$ cat src/rtl/sym_fifo_pkg.sv
// Shared definitions for the RS(16,8) decoder symbol buffering:
// symbol width, default depth and a ceiling-log2 helper for sizing counters.
package sym_fifo_pkg;

    localparam int SYM_W         = 8;
    localparam int DEPTH_DEFAULT = 16;

    // Number of bits needed to hold the values 0 .. value-1.
    function automatic int clog2(input int value);
        int result;
        int v;
        result = 0;
        v      = value - 1;
        while (v > 0) begin
            result = result + 1;
            v      = v >> 1;
        end
        return result;
    endfunction

endpackage

$ cat src/rtl/sym_fifo_ram.sv
// DEPTH x WIDTH symbol storage: one synchronous write port, one asynchronous read port.
// Contents are deliberately not reset.
module sym_fifo_ram #(
    parameter int WIDTH = 8,
    parameter int DEPTH = 16,
    parameter int AW    = 4
) (
    input  logic             clk,
    input  logic             we,
    input  logic [AW-1:0]    waddr,
    input  logic [WIDTH-1:0] wdata,
    input  logic [AW-1:0]    raddr,
    output logic [WIDTH-1:0] rdata
);

    logic [WIDTH-1:0] mem [DEPTH];

    always_ff @(posedge clk) begin
        if (we) begin
            mem[waddr] <= wdata;
        end
    end

    assign rdata = mem[raddr];

endmodule

$ cat src/rtl/sym_fifo.sv
// Parametrised symbol FIFO between the syndrome/Chien stages and error correction.
// Arbitrary depth, sticky overflow/underflow, watermarks, flush and optional FWFT output.
module sym_fifo
    import sym_fifo_pkg::*;
#(
    parameter  int WIDTH     = SYM_W,
    parameter  int DEPTH     = DEPTH_DEFAULT,
    parameter  int FWFT      = 0,
    parameter  int AF_MARGIN = 2,
    parameter  int AE_MARGIN = 2,
    localparam int PTR_W     = clog2(DEPTH),
    localparam int LVL_W     = clog2(DEPTH + 1)
) (
    input  logic             clk,
    input  logic             rst,
    input  logic             flush,
    input  logic             clr_err,
    input  logic             wr,
    input  logic [WIDTH-1:0] datain,
    input  logic             rd,
    output logic [WIDTH-1:0] dataout,
    output logic             empty,
    output logic             full,
    output logic             almost_empty,
    output logic             almost_full,
    output logic [LVL_W-1:0] level,
    output logic             overflow,
    output logic             underflow
);

    localparam logic [PTR_W-1:0] PTR_LAST = PTR_W'(DEPTH - 1);
    localparam logic [LVL_W-1:0] LVL_FULL = LVL_W'(DEPTH);
    localparam logic [LVL_W-1:0] AF_LVL   = LVL_W'(DEPTH - AF_MARGIN);
    localparam logic [LVL_W-1:0] AE_LVL   = LVL_W'(AE_MARGIN);

    logic [PTR_W-1:0] rptr_q, rptr_d;
    logic [PTR_W-1:0] wptr_q, wptr_d;
    logic [LVL_W-1:0] level_q, level_d;
    logic [WIDTH-1:0] dataout_q, dataout_d;
    logic             overflow_q, overflow_d;
    logic             underflow_q, underflow_d;

    logic             rd_ok;
    logic             wr_ok;
    logic             ram_we;
    logic [WIDTH-1:0] ram_rdata;

    sym_fifo_ram #(
        .WIDTH (WIDTH),
        .DEPTH (DEPTH),
        .AW    (PTR_W)
    ) u_ram (
        .clk   (clk),
        .we    (ram_we),
        .waddr (wptr_q),
        .wdata (datain),
        .raddr (rptr_q),
        .rdata (ram_rdata)
    );

    assign empty        = (level_q == '0);
    assign full         = (level_q == LVL_FULL);
    assign almost_empty = (level_q <= AE_LVL);
    assign almost_full  = (level_q >= AF_LVL);
    assign level        = level_q;
    assign overflow     = overflow_q;
    assign underflow    = underflow_q;

    // A full FIFO still takes a write when a read frees a slot in the same cycle.
    assign rd_ok  = rd & ~empty;
    assign wr_ok  = wr & (~full | rd_ok);
    assign ram_we = wr_ok & ~flush;

    always_comb begin
        rptr_d      = rptr_q;
        wptr_d      = wptr_q;
        level_d     = level_q;
        dataout_d   = dataout_q;
        overflow_d  = overflow_q;
        underflow_d = underflow_q;
        if (flush) begin
            rptr_d  = '0;
            wptr_d  = '0;
            level_d = '0;
        end else begin
            if (wr_ok) begin
                wptr_d = (wptr_q == PTR_LAST) ? '0 : wptr_q + 1'b1;
            end
            if (rd_ok) begin
                rptr_d    = (rptr_q == PTR_LAST) ? '0 : rptr_q + 1'b1;
                dataout_d = ram_rdata;
            end
            level_d = level_q + LVL_W'(wr_ok) - LVL_W'(rd_ok);
            // A new error in the clearing cycle keeps the flag set.
            overflow_d  = (wr & full & ~rd_ok) | (overflow_q & ~clr_err);
            underflow_d = (rd & empty) | (underflow_q & ~clr_err);
        end
    end

    always_ff @(posedge clk) begin
        if (rst) begin
            rptr_q      <= '0;
            wptr_q      <= '0;
            level_q     <= '0;
            dataout_q   <= '0;
            overflow_q  <= 1'b0;
            underflow_q <= 1'b0;
        end else begin
            rptr_q      <= rptr_d;
            wptr_q      <= wptr_d;
            level_q     <= level_d;
            dataout_q   <= dataout_d;
            overflow_q  <= overflow_d;
            underflow_q <= underflow_d;
        end
    end

    always_comb begin
        dataout = dataout_q;
        if (FWFT != 0) begin
            dataout = empty ? '0 : ram_rdata;
        end
    end

endmodule
$ cat config.mk
export PLATFORM = sky130hd
export DESIGN_NAME = sym_fifo
export DESIGN_NICKNAME = d
export VERILOG_FILES = /design/src/rtl/sym_fifo_pkg.sv /design/src/rtl/sym_fifo_ram.sv /design/src/rtl/sym_fifo.sv
export SDC_FILE = /design/constraint.sdc
export NUM_CORES = 1
export LEC_CHECK = 0
export CORE_MARGIN = 5
export CORE_UTILIZATION = 45
export DETAILED_ROUTE_END_ITERATION = 10
export HOLD_SLACK_MARGIN = 0.02
export PLACE_DENSITY = 0.6
export SETUP_SLACK_MARGIN = 0.05
export SLEW_MARGIN = 20
export SYNTH_ARGS = -nofsm -noshare
export SYNTH_HDL_FRONTEND = slang
export SYNTH_HIERARCHICAL = 1
export SYNTH_SLANG_ARGS = --single-unit
$ cat constraint.sdc
create_clock -name clk -period 7 [get_ports clk]
set_clock_uncertainty 0.15 [all_clocks]
set_input_delay 1.4 -clock clk [delete_from_list [all_inputs] [get_ports clk]]
set_output_delay 1.4 -clock clk [all_outputs]
set_load 0.01 [all_outputs]
; ---- Word level (Yosys, flattened, before mapping)
; Memory sizes are Yosys's and may differ from the RTL's. A register that Yosys moved wholly into a read port is not among the register bits.
; Cells that the tools add are included.
[word_totals]
latch_bits = 0
in_bits = 14
regBits = 15
memories = 1
mem_bits_ro = 0
ramBits = 128
[mem_list]
columns = memory, depth, width, read_ports, rd_ports_with_merged_regs, wr, line_no
row1 = u_ram.mem, 16, 8, 1, 1, 1, sym_fifo_ram.sv:16  ; logic [WIDTH-1:0] mem [DEPTH];
[classes]
reduce_logical = 3
order_cmp = 2
n_mul = 0
n_bitwise = 16
div_mod_pow = 0
add_sub_neg = 4
eq_ne = 3
n_shift = 0
n_mux = 4
[op_table]
columns = cell, n
row1 = 4-bit by 1-bit adder with 4-bit output (second input constant), 2
row2 = 1-bit AND, 8
row3 = 4-bit equality test (second input constant), 2
row4 = 4-bit two-way mux, 2
row5 = 5-bit by 1-bit adder with 5-bit output, 1
row6 = 5-bit equality test (second input constant), 1
row7 = 5-bit by 4-bit greater-or-equal comparator with 1-bit output (second input constant), 1
row8 = 5-bit by 2-bit <= comparator with 1-bit output (second input constant), 1
row9 = 5-bit logical NOT, 1
row10 = 1-bit inverter, 5
row11 = 5-bit by 1-bit subtractor with 5-bit output, 1
row12 = 1-bit bitwise OR, 3
row13 = 1-bit two-way mux, 2
row14 = 2-bit AND reduction, 1
row15 = 2-bit OR reduction, 1

; ---- Longest topological paths before layout
[logic_depth]
word_depth = 8
mapped_depth = 13
ltp_nobuf = 13

; ---- Cells and area by module
; Netlist, hierarchy kept.
[modules_own_cells]
columns = mod, n_inst, area_each_um2, cells_per_inst
row1 = sym_fifo_ram, 1, 4987.3, 221
row2 = sym_fifo, 1, 1169.9, 125

; ---- Least setup slack after synthesis
; No wires, ideal clock.
[synth_timing]
path_type = input -> register
from = in rd
to = mem u_ram.mem[0][0] (enable)
arrival_time_ps = 2744
cell_stages = 4
path_slack_ps = 3722
setup_time_ps = 383
required_time_ps = 6467
cell_sequence = o21ai_4 nor2_1 or3b_2 nor3_1
[synth_via]
elab_chain_cells = 6
[synth_rtl]
columns = element, line_no
row1 = start: declaration, sym_fifo.sv:20  ; input logic rd,
row2 = 1-bit AND, sym_fifo.sv:70  ; assign rd_ok = rd & ~empty;
row3 = 1-bit bitwise OR, sym_fifo.sv:71  ; assign wr_ok = wr & (~full | rd_ok);
row4 = 1-bit AND, sym_fifo.sv:71
row5 = 1-bit AND, sym_fifo.sv:72  ; assign ram_we = wr_ok & ~flush;
row6 = named net ram_we, sym_fifo.sv:45  ; logic ram_we;
row7 = 1-bit two-way mux, sym_fifo_ram.sv:19  ; if (we) begin
row8 = 1-bit two-way mux (not written as such), sym_fifo_ram.sv:20  ; mem[waddr] <= wdata;
row9 = end: declaration, sym_fifo_ram.sv:16
; The timed path passes the listed nets, and every way through them passes these cells.

; ---- Worst setup path in the final report
[layout_timing]
from = in rd
to = mem u_ram.mem[0][6] (enable)
; Same word-level chain as after synthesis.

==> impl_metrics.ini <==
[run_status]
status = finished, final reports clean

[timing]
hold_viol = 0
timing_worst_slew_pin_value_ps = 1060
final.hold.worst_slack_ps = 336
min_period_ps = 3960
maxSlewViolCount = 0
grt_setup_unrepaired = false
setup_viol = 0
timing.max_slew.rel_slack_pct = 29.0
setup-tns-final_ps = 0
fmaxAchievable_mhz = 253
layout_worst_path_cycle_share_pct = 56.6

[yosys]
syn_area_per_cell_um2 = 17.8
synth-async-reset-ratio_pct = 0
synthesis.yosys.warnings = 6
synth.distinct_cells = 44
yosys-top-cells-count = sky130_fd_sc_hd__edfxtp_1 (128), sky130_fd_sc_hd__nor2_1 (29), sky130_fd_sc_hd__dfxtp_1 (23)
synth_most_common_cell = sky130_fd_sc_hd__edfxtp_1
flop_and_latch_count_out_of_synthesis = 151
count_of_flip_flops_with_a_built_in_enable_after_synthesis = 128
synth_top_cell_by_area = sky130_fd_sc_hd__edfxtp_1
synth.area.top_cells = sky130_fd_sc_hd__edfxtp_1 (62%), sky130_fd_sc_hd__dfxtp_1 (7.5%), sky130_fd_sc_hd__mux4_2 (6.6%)
syn_inst = 346
mappedNetlistNets = 373
synthFlopType = sky130_fd_sc_hd__edfxtp_1
post_synth_instance_area_um2 = 6160
synthDominantCellAreaShare_pct = 62.4
synth_seq_area_share_pct = 69.9

[final_layout]
drive_above_1_share_pct = 14.5
insertedDiodeCount = 0
layout.nets = 413
fillCellCount = 1113
post_route_cell_area_um2 = 7160
area_growth_pct = 16.3

[floorplan]
fp.dieW_um = 127
io_pins = 33
fp.dieArea_um2 = 16100
starting_density_pct = 46.1
die_h_um = 127
rows = 42
floorplan.core_area_um2 = 13300

[clocking]
clock_latency_ps = 420
path_clk_slew_ps = 60
cts_tree = built
cts.repair_timing.setup_buffer_count = 0
cts.path.max_buffers = 2
cts-hold-fix-buffers = 0
h-tree-depth = 4
clock_tree.root_cell = sky130_fd_sc_hd__clkbuf_16
number_of_cts_inserted_buffers = 17
cts.repair.resized = 0
clock-sinks = 151

[grt]
global_route.overflow_total = 0
global_route.usage.total_pct = 16.0
global_route_wire_length_before_repair_um = 18800
vias_in_the_first_global_route = 3218
initial_antenna_violation_count = 0
maximum_number_of_pins_on_one_net_before_global_route_repair = 37

[route]
routed_wire_length_per_instance_um = 21.2
number_of_drc_markers_after_the_initial_detailed_route_iteration = 295
num_vias = 3179
drtAntennaViolNets = 0
firstDrtPassIters = 6
drcViolationCount = 0
total_length_of_routed_wires_um = 12200
vias_per_cell = 5.53

[place]
io_buffer_count = 32
placed_area_um2 = 6630
final_estimated_routing_congestion_in_global_placement = 0.747
hpwl_detailed_um = 7750

[critical_path]
end_kind = flip-flop
rr_startpoint = level[2]$_SDFF_PP0_
critical_path.startpoint = rd
timing.critical_path.from_type = primary input
worst-path-max-fanout = 8
cp.arrival_ps = 3850
path_class = primary input to flip-flop
worst-endpoint-required_ps = 6890

[pwr]
fin_total_pwr_w = 0.00223
cellLeakagePower_nw = 2.32
power_per_cell_area_nw_per_um2 = 312
vdd_drop_max_uv = 152

[hold_path]
worstHoldPathType = flip-flop to flip-flop
hold_start = overflow$_SDFFE_PP0N_

[run]
maxCapViolCount = 0
==> sequential cells by signal, indices dropped and copies added (netlist names) <==
register and count:
overflow 1, level 5, u_ram/mem 128, underflow 1
rptr_q 4, dataout 8, wptr_q 4
==> cells in the final DEF (no fill, tap or decap), drive strengths merged, types with 2 or more instances in the layout <==
cell,n
edfxtp,128
clkdlybuf4s50,32
mux4,32
nor2,29
dfxtp,23
clkbuf,20
nand2,17
a22oi,16
ha,12
inv,12
mux2i,9
clkinv,9
a21oi,8
o21ai,6
nand3b,5
nand2b,4
nor3,4
nand3,3
xor2,3
and2,3
a311o,2
or3,2
clkinvlp,2
buf,2
==> layer usage <==
metal	wire, µm	track usage [%]	up-vias
li1	-	-	1461
met1	5520	21.7	1627
met2	5960	25.1	78
met3	529	4.72	13
met4	195	5.62	0
met5	0	0	-
==> per-stage QoR <==
| stage | setup slack, ps | util [%] | instances |
|---|---|---|---|
| floorplan | 3720 | - | 346 |
| global placement | 2710 | 49.6 | 543 |
| detailed placement | 2630 | 49.6 | 543 |
| CTS | 3050 | 53.6 | 575 |
| global route | 2930 | 53.6 | 575 |
| finish | 3040 | 53.6 | 575 |
==> power breakdown <==
part | internal (W) | switching (W)
Clock | 0.000479 | 0.000330
Sequential | 0.00100 | 0.0000227
Combinational | 0.000204 | 0.000196
==> cells by family (layout without fill, tap and decap cells) <==
kind of cell	Yosys count	count (layout)	share of synthesized area (%)
flops	151	151	69.9
simple gates	75	75	6.16
mux	41	41	14.0
compound gates	37	37	4.25
buf+inv	25	78	2.34
fa+ha+maj	13	13	2.76
xor+xnor	4	4	0.569
==> critical path, stage by stage <==
cell,delay (ps)
sky130_fd_sc_hd__clkdlybuf4s50_1,650
sky130_fd_sc_hd__o21ai_4,140
sky130_fd_sc_hd__nor2_1,300
sky130_fd_sc_hd__or3b_2,520
sky130_fd_sc_hd__nor3_1,820
==> layout make-up <==
| cell class | count | area (µm²) | share of cell area (%) |
|---|---|---|---|
| sequential | 151 | 4310 | 60.1 |
| multi-input combinational | 170 | 1730 | 24.2 |
| clock inverter | 12 | 86.3 | 1.21 |
| clock buffer | 20 | 437 | 6.10 |
| inverter | 12 | 45.0 | 0.629 |
| tap | 176 | 220 | 3.08 |
| timing repair buffer | 34 | 335 | 4.68 |
==> final timing paths <==
path                                     to  slack, ps  cells past startpoint
setup / recovery  u_ram/mem[0][6]$_DFFE_PP_       3040                      5
hold / removal        overflow$_SDFFE_PP0N_        340                      2
setup reg to reg        level[4]$_SDFF_PP0_       3820                     13
hold reg to reg       overflow$_SDFFE_PP0N_        340                      2
No activity file was read; power rests on OpenSTA's default activity.
==> edit: new RTL, same settings <==
Register the output `level` once more; this adds one clock of latency there. The other outputs are not delayed to match.
--- a/src/rtl/sym_fifo.sv
+++ b/src/rtl/sym_fifo.sv
@@ -62,7 +62,9 @@
     assign full         = (level_q == LVL_FULL);
     assign almost_empty = (level_q <= AE_LVL);
     assign almost_full  = (level_q >= AF_LVL);
-    assign level        = level_q;
+    always_ff @(posedge clk) begin
+        level <= level_q;
+    end
     assign overflow     = overflow_q;
     assign underflow    = underflow_q;
 
Function: changed (a bounded check fails within 4 cycles, from zero or initial values and one cycle with rst high).
==> edit against the unedited design <==
- utilization fell by 0.66 points
- critical path type unchanged
- global-route usage rose by 0.16 points
- worst setup slack got worse by 60 ps
- worst hold slack got worse by 110 ps
- area after synthesis rose by 1.6%
- highest routed layer unchanged
- final area rose by 1.9%
- wire length rose by 1.2%
- total power rose by 4.3%
- register-to-register slack got worse by 60 ps
- non-clock buffer count did not move
- sequential cell count rose by 5
- synthesized cell count rose by 1.4%
==> edit: results (changes against the unedited design) <==
Outcome
  – Outcome: finished clean

Cells and area
  – Filler cell count: 1,137 (+2.2%)
  – Clock buffer cells: 17 (-15%)
  – Number of non-clock buffers: 34 (unchanged)
  – Seq/total area: 0.604 (+0.00255)
  – Non-Clock Inverter Count: 12 (unchanged)
  – Nets: 418 (+1.2%)
  – Clock network contribution to total cell area: 0.0767 (+0.00360)
  – Signal buf overhead: 0.0460 (-0.000884)
  – #MultiIn Comb: 170 (unchanged)
  – Fraction of area in multi-input gates: 0.236 (-0.00524)
  – Share of layout cells above drive strength 1: 0.156 (+0.0106)
  – Biggest register: u_ram/mem

STA
  – Normalized max-slew margin: 0.235 (-0.0543)

Drt
  – Routed WL: 12.4 mm (+1.2%)
  – Via count: 3,227 (+1.5%)
  – WL met2: 6.11 mm (+2.4%)
  – Routed wl met3: 976 µm (+84%)
  – Uppermost routed layer: met4
  – Iteration-0 DRC count of the detailed router: 212 (-28%)
  – WL met1: 5.10 mm (-7.7%)
  – Pre-antenna DRT Iters: 4 (-2)

Pwr
  – Maximum vdd drop: 0.172 mV (+13%)
  – Sw Share: 0.254 (+0.00827)
  – Pleak: 0.00238 µW (+2.4%)

Placement
  – GP Congestion: 0.802 (+7.3%)
  – Area of placed instances: 6730 µm² (+1.6%)
  – Detailed placer's ending HPWL: 7.95 mm (+2.6%)

Synthesis
  – Async S/R FF share, synth: 0 (unchanged)
  – Post-synth top cells: edfxtp_1 (128), nor2_1 (29), dfxtp_1 (28), mux4_2 (18), nand2_1 (17)
  – Syn nets: 378 (+1.3%)
  – Number of synthesized register bits: 156 (+3.3%)
  – Synth warn: 6 (unchanged)
  – Top cells by area, synth: edfxtp_1 (61%), dfxtp_1 (9.0%), mux4_2 (6.5%), mux4_1 (5.9%), ha_1 (2.4%)
  – Register area share after synthesis: 0.704 (+0.00481)

GRT
  – GRT Resource Usage Total: 0.162 (+0.00159)
  – Largest net degree at the start of global routing: 36 (-2.7%)
  – Initial antenna violation count: 0 (unchanged)
  – First-pass GRT wire length: 19.0 mm (+0.96%)
  – Number of global-route vias before repair: 3,294 (+2.4%)

Critical path
  – R2R depth: 7 (-6)
  – Critical-path maximum fanout: 8 (unchanged)
  – Crit path DAT: 3900 ps (+50 ps)

Min path
  – Hold Crit Depth: 0 (-2)
  – HP Class: register to register

CTS
  – Post-cts sizing count: 0 (unchanged)
  – Number of H-tree levels: 4 (unchanged)
  – # Post-CTS Setup Buffers: 0 (unchanged)

Die
  – Die area: 16,400 µm² (+1.5%)
[edit: metrics by stage]
step | setup WS [ps] | util | total power (µW) | cells | hold WS [ps]
floorplan | 3720 | - | 1340 | 351 | 205
global placement | 2700 | 0.488 | 1490 | 552 | 212
detailed placement | 2630 | 0.489 | 1490 | 552 | 222
CTS | 3030 | 0.529 | 2360 | 584 | 231
global route | 2880 | 0.530 | 2430 | 584 | 242
finish | 2980 | 0.530 | 2330 | 584 | 228
[edit: power groups by stage]
stage / clock [µW] / sequential [µW] / combinational, µW
6_report: 863 / 1070 / 393
5_1_grt: 927 / 1080 / 426
4_1_cts: 887 / 1080 / 400
3_5_place_dp: 0 / 1100 / 397
3_3_place_gp: 0 / 1090 / 394
2_1_floorplan: 0 / 1090 / 250
[edit: cells by family after synthesis]
group / Yosys count / share of synthesized area
AO/OA/AOI/OAI: 37 / 0.0418
XOR/XNOR: 4 / 0.00560
adder cells (fa/ha/maj): 13 / 0.0272
buffers and inverters: 25 / 0.0230
flip-flops: 156 / 0.704
multiplexers: 41 / 0.138
AND/OR/NAND/NOR: 75 / 0.0606
[edit: final timing paths]
kind | start | to | slack [ps]
max | rd | u_ram/mem[0][5] | 2980
min | level_q[3] | level[3] | 230
min reg2reg | level_q[3] | level[3] | 230
max reg2reg | level_q[2] | u_ram/mem[0][5] | 3760
[edit: critical path, cell delays in order]
cell and delay, ps:
clkdlybuf4s50_1 640, o21ai_4 140, nor2_1 310, or3b_2 530, nor3_1 880
[edit: per-layer routing]
metal / up-vias / global-route usage
met5: - / 0
met4: 0 / 0.0581
met3: 12 / 0.0446
met2: 96 / 0.266
met1: 1644 / 0.208
li1: 1475 / -
